===== src/rtl/tx_zc_gen.sv =====
// Zadoff-Chu phase generator: one phase word per sample, integer recursion, no LUT.
// Latency: 2*NZC_W+2 cycles from the sampled start to the first out_valid, then one sample per cycle.
// Backpressure: with TX_ZC_GEN_BACKPRESSURE_EN the outputs hold while out_ready=0; otherwise out_ready is ignored.
//
// Optional feature macro: TX_ZC_GEN_BACKPRESSURE_EN (undefined: every RUN cycle is an accept).
//
// Ports:
//   sys_clk, rst             clock and asynchronous active-high reset
//   cfg_u / cfg_n_zc         root u and odd prime length N
//   cfg_start_idx / cfg_len  first index m0 and number of samples to emit
//   cfg_inv_2n               round(2^(PHASE_W+NZC_W) / 2N), phase scale for k
//   cfg_alpha_step           cyclic-shift phase increment per sample
//   start / abort            one-cycle control pulses
//   out_ready                consumer ready
//   busy / done              status: busy outside IDLE, done pulses once per completed run
//   out_valid/out_phase/out_index/out_last   sample stream
module tx_zc_gen #(
    parameter int PHASE_W = 16,
    parameter int NZC_W   = 12,
    parameter int LEN_W   = 12
) (
    input  logic                     sys_clk,
    input  logic                     rst,
    input  logic [NZC_W-1:0]         cfg_u,
    input  logic [NZC_W-1:0]         cfg_n_zc,
    input  logic [NZC_W-1:0]         cfg_start_idx,
    input  logic [LEN_W-1:0]         cfg_len,
    input  logic [PHASE_W+NZC_W-1:0] cfg_inv_2n,
    input  logic [PHASE_W-1:0]       cfg_alpha_step,
    input  logic                     start,
    input  logic                     abort,
    input  logic                     out_ready,
    output logic                     busy,
    output logic                     done,
    output logic                     out_valid,
    output logic [PHASE_W-1:0]       out_phase,
    output logic [NZC_W-1:0]         out_index,
    output logic                     out_last
);

    // Residues mod 2N need one bit more than N itself.
    localparam int MW     = NZC_W + 1;
    localparam int CNT_W  = $clog2(NZC_W + 1);
    localparam int INV_W  = PHASE_W + NZC_W;
    localparam int PROD_W = MW + INV_W;

    typedef enum logic [2:0] {
        S_IDLE = 3'd0,
        S_MUL1 = 3'd1,
        S_MUL2 = 3'd2,
        S_RUN  = 3'd3,
        S_DONE = 3'd4
    } state_t;

    state_t             state_q, state_d;
    logic [NZC_W-1:0]   u_q, u_d;
    logic [NZC_W-1:0]   n_q, n_d;
    logic [NZC_W-1:0]   m_q, m_d;        // current sequence index (holds m0 during MUL1/MUL2)
    logic [LEN_W-1:0]   len_q, len_d;    // samples still to emit
    logic [INV_W-1:0]   inv_q, inv_d;
    logic [PHASE_W-1:0] step_q, step_d;
    logic [PHASE_W-1:0] alpha_q, alpha_d;
    logic [MW-1:0]      k_q, k_d;        // u*m*(m+1) mod 2N
    logic [MW-1:0]      dlt_q, dlt_d;    // k(m+1)-k(m) mod 2N
    logic [MW-1:0]      t_q, t_d;        // m0*(m0+1) mod 2N
    logic [MW-1:0]      e_q, e_d;        // u*(m0+1) mod N
    logic [NZC_W-1:0]   sr_q, sr_d;      // multiplier bits, consumed MSB first
    logic [CNT_W-1:0]   cnt_q, cnt_d;

    logic [MW-1:0]      two_n;
    logic [MW-1:0]      n_ext;
    logic [MW-1:0]      two_u;
    logic [MW-1:0]      mp1;
    logic [MW-1:0]      mp1_modn;
    logic               m_last;
    logic               accept;
    logic [PHASE_W-1:0] zc_ph;

    // (a + b) mod m for a, b < m: one conditional subtract keeps the result below m.
    function automatic logic [MW-1:0] mod_add(input logic [MW-1:0] a,
                                              input logic [MW-1:0] b,
                                              input logic [MW-1:0] m);
        logic [MW:0] s;
        s = {1'b0, a} + {1'b0, b};
        if (s >= {1'b0, m}) begin
            s = s - {1'b0, m};
        end
        return s[MW-1:0];
    endfunction

    // One MSB-first shift-add step: (2*acc + b*x) mod m, each half reduced separately.
    function automatic logic [MW-1:0] mac_step(input logic [MW-1:0] acc,
                                               input logic [MW-1:0] x,
                                               input logic          b,
                                               input logic [MW-1:0] m);
        logic [MW-1:0] dbl;
        dbl = mod_add(acc, acc, m);
        return mod_add(dbl, b ? x : '0, m);
    endfunction

    assign two_n    = {n_q, 1'b0};
    assign n_ext    = {1'b0, n_q};
    // u < N, so 2u is already a residue mod 2N.
    assign two_u    = {u_q, 1'b0};
    // m0 <= N-1, so m0+1 <= N < 2N needs no reduction mod 2N, only a wrap mod N.
    assign mp1      = {1'b0, m_q} + MW'(1);
    assign mp1_modn = (mp1 == n_ext) ? '0 : mp1;
    assign m_last   = (m_q == n_q - NZC_W'(1));

    assign busy      = (state_q != S_IDLE);
    assign done      = (state_q == S_DONE);
    assign out_valid = (state_q == S_RUN);
    assign out_last  = out_valid && (len_q == LEN_W'(1));
    assign out_index = out_valid ? m_q : '0;

    // ZC phase = k/(2N) of a turn; keep the PHASE_W bits just above the NZC_W fraction bits.
    assign zc_ph     = PHASE_W'((PROD_W'(k_q) * PROD_W'(inv_q)) >> NZC_W);
    assign out_phase = out_valid ? (alpha_q - zc_ph) : '0;

`ifdef TX_ZC_GEN_BACKPRESSURE_EN
    assign accept = out_valid && out_ready;
`else
    assign accept = out_valid;
    logic unused_out_ready;
    assign unused_out_ready = out_ready;
`endif

    always_comb begin
        state_d = state_q;
        u_d     = u_q;
        n_d     = n_q;
        m_d     = m_q;
        len_d   = len_q;
        inv_d   = inv_q;
        step_d  = step_q;
        alpha_d = alpha_q;
        k_d     = k_q;
        dlt_d   = dlt_q;
        t_d     = t_q;
        e_d     = e_q;
        sr_d    = sr_q;
        cnt_d   = cnt_q;

        case (state_q)
            S_IDLE: begin
                if (start && !abort) begin
                    u_d     = cfg_u;
                    n_d     = cfg_n_zc;
                    m_d     = cfg_start_idx;
                    len_d   = cfg_len;
                    inv_d   = cfg_inv_2n;
                    step_d  = cfg_alpha_step;
                    alpha_d = '0;
                    k_d     = '0;
                    dlt_d   = '0;
                    t_d     = '0;
                    e_d     = '0;
                    sr_d    = cfg_start_idx;
                    cnt_d   = CNT_W'(NZC_W - 1);
                    state_d = (cfg_len == '0) ? S_DONE : S_MUL1;
                end
            end

            // t = m0 * (m0+1) mod 2N, one multiplier bit per cycle.
            S_MUL1: begin
                t_d  = mac_step(t_q, mp1, sr_q[NZC_W-1], two_n);
                sr_d = sr_q << 1;
                if (cnt_q == '0) begin
                    sr_d    = u_q;
                    cnt_d   = CNT_W'(NZC_W);
                    state_d = S_MUL2;
                end else begin
                    cnt_d = cnt_q - 1'b1;
                end
            end

            // NZC_W bit steps over u giving k0 = u*t mod 2N and e0 = u*(m0+1) mod N,
            // then one extra cycle forming d0 = 2*e0 (always < 2N, so no wrap).
            S_MUL2: begin
                if (cnt_q != '0) begin
                    k_d   = mac_step(k_q, t_q, sr_q[NZC_W-1], two_n);
                    e_d   = mac_step(e_q, mp1_modn, sr_q[NZC_W-1], n_ext);
                    sr_d  = sr_q << 1;
                    cnt_d = cnt_q - 1'b1;
                end else begin
                    dlt_d   = mod_add(e_q, e_q, two_n);
                    state_d = S_RUN;
                end
            end

            // With N odd, k and d return to their m=0 values after N steps,
            // so only the index needs an explicit wrap.
            S_RUN: begin
                if (accept) begin
                    k_d     = mod_add(k_q, dlt_q, two_n);
                    dlt_d   = mod_add(dlt_q, two_u, two_n);
                    m_d     = m_last ? '0 : (m_q + NZC_W'(1));
                    alpha_d = alpha_q + step_q;
                    len_d   = len_q - 1'b1;
                    if (len_q == LEN_W'(1)) begin
                        state_d = S_DONE;
                    end
                end
            end

            S_DONE: begin
                state_d = S_IDLE;
            end

            default: begin
                state_d = S_IDLE;
            end
        endcase

        // Abort overrides everything, including a same-cycle final accept.
        if (abort && (state_q != S_IDLE)) begin
            state_d = S_IDLE;
        end
    end

    always_ff @(posedge sys_clk or posedge rst) begin
        if (rst) begin
            state_q <= S_IDLE;
            u_q     <= '0;
            n_q     <= '0;
            m_q     <= '0;
            len_q   <= '0;
            inv_q   <= '0;
            step_q  <= '0;
            alpha_q <= '0;
            k_q     <= '0;
            dlt_q   <= '0;
            t_q     <= '0;
            e_q     <= '0;
            sr_q    <= '0;
            cnt_q   <= '0;
        end else begin
            state_q <= state_d;
            u_q     <= u_d;
            n_q     <= n_d;
            m_q     <= m_d;
            len_q   <= len_d;
            inv_q   <= inv_d;
            step_q  <= step_d;
            alpha_q <= alpha_d;
            k_q     <= k_d;
            dlt_q   <= dlt_d;
            t_q     <= t_d;
            e_q     <= e_d;
            sr_q    <= sr_d;
            cnt_q   <= cnt_d;
        end
    end

endmodule


===== config.mk =====
export PLATFORM = sky130hd
export DESIGN_NAME = tx_zc_gen
export DESIGN_NICKNAME = d
export VERILOG_FILES = /design/src/rtl/tx_zc_gen.sv
export SDC_FILE = /design/constraint.sdc
export NUM_CORES = 2
export LEC_CHECK = 0
export ABC_AREA = 1
export BUFFER_PORTS_ARGS = -buffer_cell sky130_fd_sc_hd__buf_2
export CAP_MARGIN = 40
export CORE_AREA = 4 4 341 343
export CTS_CLUSTER_SIZE = 25
export DETAILED_ROUTE_END_ITERATION = 7
export DIE_AREA = 0 0 345 347
export GPL_ROUTABILITY_DRIVEN = 0
export PLACE_DENSITY = 0.45
export SLEW_MARGIN = 20
export SYNTH_ARGS = -nofsm -noshare
export SYNTH_HDL_FRONTEND = slang
export SYNTH_SLANG_ARGS = --single-unit

===== constraint.sdc =====
create_clock -name sys_clk -period 8.8 [get_ports sys_clk]
set_input_delay 0.44 -clock sys_clk [delete_from_list [all_inputs] [get_ports sys_clk]]
set_output_delay 0.44 -clock sys_clk [all_outputs]
set_load 0.005 [all_outputs]

==> run summary <==
The number of gates resized after CTS was 0; the overall routed net length was 99,380 um. The number of setup buffers added after CTS is 0. During placement, the flow inserted port buffers numbering 127. The slowest stage of the critical path is the dfrtp_1 cell. The longest clock path from root to sink contains 2 buffers. The net count reported at finish came out at 4,863. The layout cell share with drive strength beyond 1 was 0.05649; the area inside the core boundary was 0.1136 mm^2. At the worst endpoint, the required time is 8.36 ns. The number of nets handed over by synthesis was 4,793.

The root buffer cell is clkbuf_16. The synthesized flop and latch total is 178. Setup repair after global routing left no endpoint under its margin. Counting distinct cell types in the post-synthesis netlist gives 49. TritonCTS built the clock tree. The shortest clock period the worst path allows after layout was 8.080 ns; the clock latency on the worst-skew pair was 0.52 ns. Dividing the detail-routed wire length by the instance count gives 17.09 um. The async set-or-reset flop fraction in the synthesized netlist was 1.000.

The initial core utilization is 0.2474. The x dimension of the die came out at 345 um. The worst stage delay on the critical path is 0.74 ns.

Entering global routing, the biggest net connects 84 pins. Yosys printed 0 warnings. The cell area after technology mapping is 0.02810 mm^2. Classification of the worst setup path: flop to primary output. In the layout the commonest cells are 1,224 x nand2_1, 767 x inv_1, 304 x nor2_1. The HPWL after detailed placement was 79,340 um.

The H-tree depth reported by CTS is 4, and the final max-slew violation count is 0. The detailed router finished its first iteration with 1,590 violations. The tightest min-delay check is of the input pin to asynchronous set/reset pin type. The tool flagged a number of max-cap violations equal to 0. The first-pass detailed-route iteration total came out at 5. The maximum fanout along the worst path is 11.

Worst endpoint data arrival time: 7.64 ns. The sequential fraction of the synthesis area came out at 0.1585. The wire length of the first global-routing pass was 156,900 um; the average vias per placed instance was 4.582. During I/O placement, the number of pins put on the boundary was 129.

Among all flip-flop cells after synthesis, the most frequent one is dfrtp_1. The average size of a mapped cell came out at 6.660 um^2. Setup violations remaining at the end of the flow were counted as 0. The floorplan step defined a die boundary enclosing 0.1197 mm^2.

In this run the remaining antenna-violating nets after routing total 0. The count of final hold-check violations is 0. The logs give 178 for the count of clock tree sinks and 124 for the number of standard-cell rows in the floorplan. The flow ran to the end, and the final reports show no timing, DRC or antenna violations. Leaving out fill and tap cells, the most frequent cell in the layout is nand2_1. The tools report the all-layer global routing usage as 0.1662. The remaining routing DRC violations was 0. Summed over all layers, the global routing overflow is 0.

The final route contains 26,638 vias. The tools report the number of global-route vias before repair as 26,848. The die is 347 um tall. The run gives 0 ns as the total negative setup slack.

Clock tree synthesis inserted a total of 17 buffers. Number of hold buffers added after cts: 0. The worst setup path is launched from a flop. The actual slew at the worst max-slew pin was 0.8218 ns. The synthesized design contains 0 enable-type register cells.

The maximum achievable frequency is 0.1238 GHz, and the fraction of the cycle the final worst path needs is 0.9182. The number of antenna violations at the first check in global routing is 1, and the post-CTS clock slew at the launch and capture registers of the worst setup and hold paths is 0.08 ns. 0 antenna diodes ended up in the layout. The worst slew slack as a fraction of its limit is 0.4521, and the layout overhead on the synthesized area is 11.19%.

STA classifies the critical path endpoint as a primary output. The cell count after synthesis came out at 4,219. On the final layout, the worst clock skew is 0.02282 ns.
[worst max-delay path: cells and delay by family, from the launching register on]
kind	cells	cell delay (ns)
compound gates	5	1.04
xor+xnor	2	0.22
fa+ha+maj	7	3.28
buf+inv	7	0.74
flops	1	0.74
simple gates	8	1.11
[Yosys cell counts (4+ instances only)]
cell / instances / area [um^2]
fa_1: 228 / 4564
o21a_1: 8 / 60.06
o2111ai_1: 4 / 35.03
a21o_1: 21 / 157.7
o21ai_1: 4 / 20.02
dfrtp_1: 178 / 4454
a21oi_1: 258 / 1291
ha_1: 249 / 3115
a221oi_1: 13 / 113.9
nor3_1: 25 / 125.1
xnor2_1: 57 / 499.2
o311ai_0: 4 / 35.03
or2_2: 10 / 62.56
o22ai_1: 8 / 50.05
a31oi_1: 11 / 68.82
nor2_1: 305 / 1145
nand4_1: 71 / 444.2
nor4_1: 7 / 43.79
o211ai_1: 9 / 67.56
nand2_1: 1225 / 4598
xor2_1: 120 / 1051
o21ai_0: 209 / 1046
inv_1: 770 / 2890
buf_2: 17 / 85.08
a211oi_1: 7 / 52.55
nand3b_1: 6 / 45.04
buf_1: 10 / 37.54
nand3_1: 239 / 1196
o21bai_1: 10 / 75.07
clkbuf_1: 104 / 390.4
[state kept, by name, indices dropped and copies added, names as in the netlist, 13 cells and up]
name and count:
step_q 16, k_q 13, e_q 13, inv_q 28, alpha_q 16, t_q 13
[path summary, 6_finish.rpt]
kind / startpoint / to / slack, ns / cells after the start
max in group asynchronous: rst / t_q[9] / 7.51 / 3
worst min-delay path: rst / len_q[3] / 0.02 / 2
worst max-delay path: k_q[6] / out_phase[14] / 0.72 / 29
worst min register to register: len_q[0] / len_q[0] / 0.49 / 1
min in group sys_clk: cfg_inv_2n[0] / inv_q[0] / 0.12 / 3
worst max register to register: n_q[0] / e_q[12] / 1.91 / 34
[metrics by stage]
step,hold WS (ns),cell area [um^2],std cells,utilization,setup WS (ns)
finish,0.02449,31240,5814,0.2751,0.7200
global route,0.06820,31240,5814,0.2751,0.00003730
CTS,0.03944,31210,5811,0.2748,0.4748
detailed placement,0.4790,30580,5779,0.2693,1.029
global placement,0.4644,30480,5773,0.2684,1.034
floorplan,0.4499,28100,4219,-,2.163
[routing by layer]
metal,vias up,track usage,wire [um]
met3,85,0.01606,3016
met4,0,0.03425,1804
met5,-,0,0
li1,13376,-,-
met2,500,0.2940,48840
met1,12677,0.2203,45720
[area by class of cell]
class	instances	area [um^2]
clock inverter	15	197.7
inverter	772	2908
sequential	178	4454
multi-input combinational	3137	20240
fill	12876	82330
timing repair buffer	183	1130
tap	1512	1892
clock buffer	17	425.4
[kinds of logic after synthesis]
kind of cell	share of synthesized area
flops	0.1585
simple gates	0.2767
buf+inv	0.1218
xor+xnor	0.05633
fa+ha+maj	0.2733
compound gates	0.1134
Power is not shown: default switching activity piles up to over one toggle a cycle in this logic, so the estimate is an artifact.
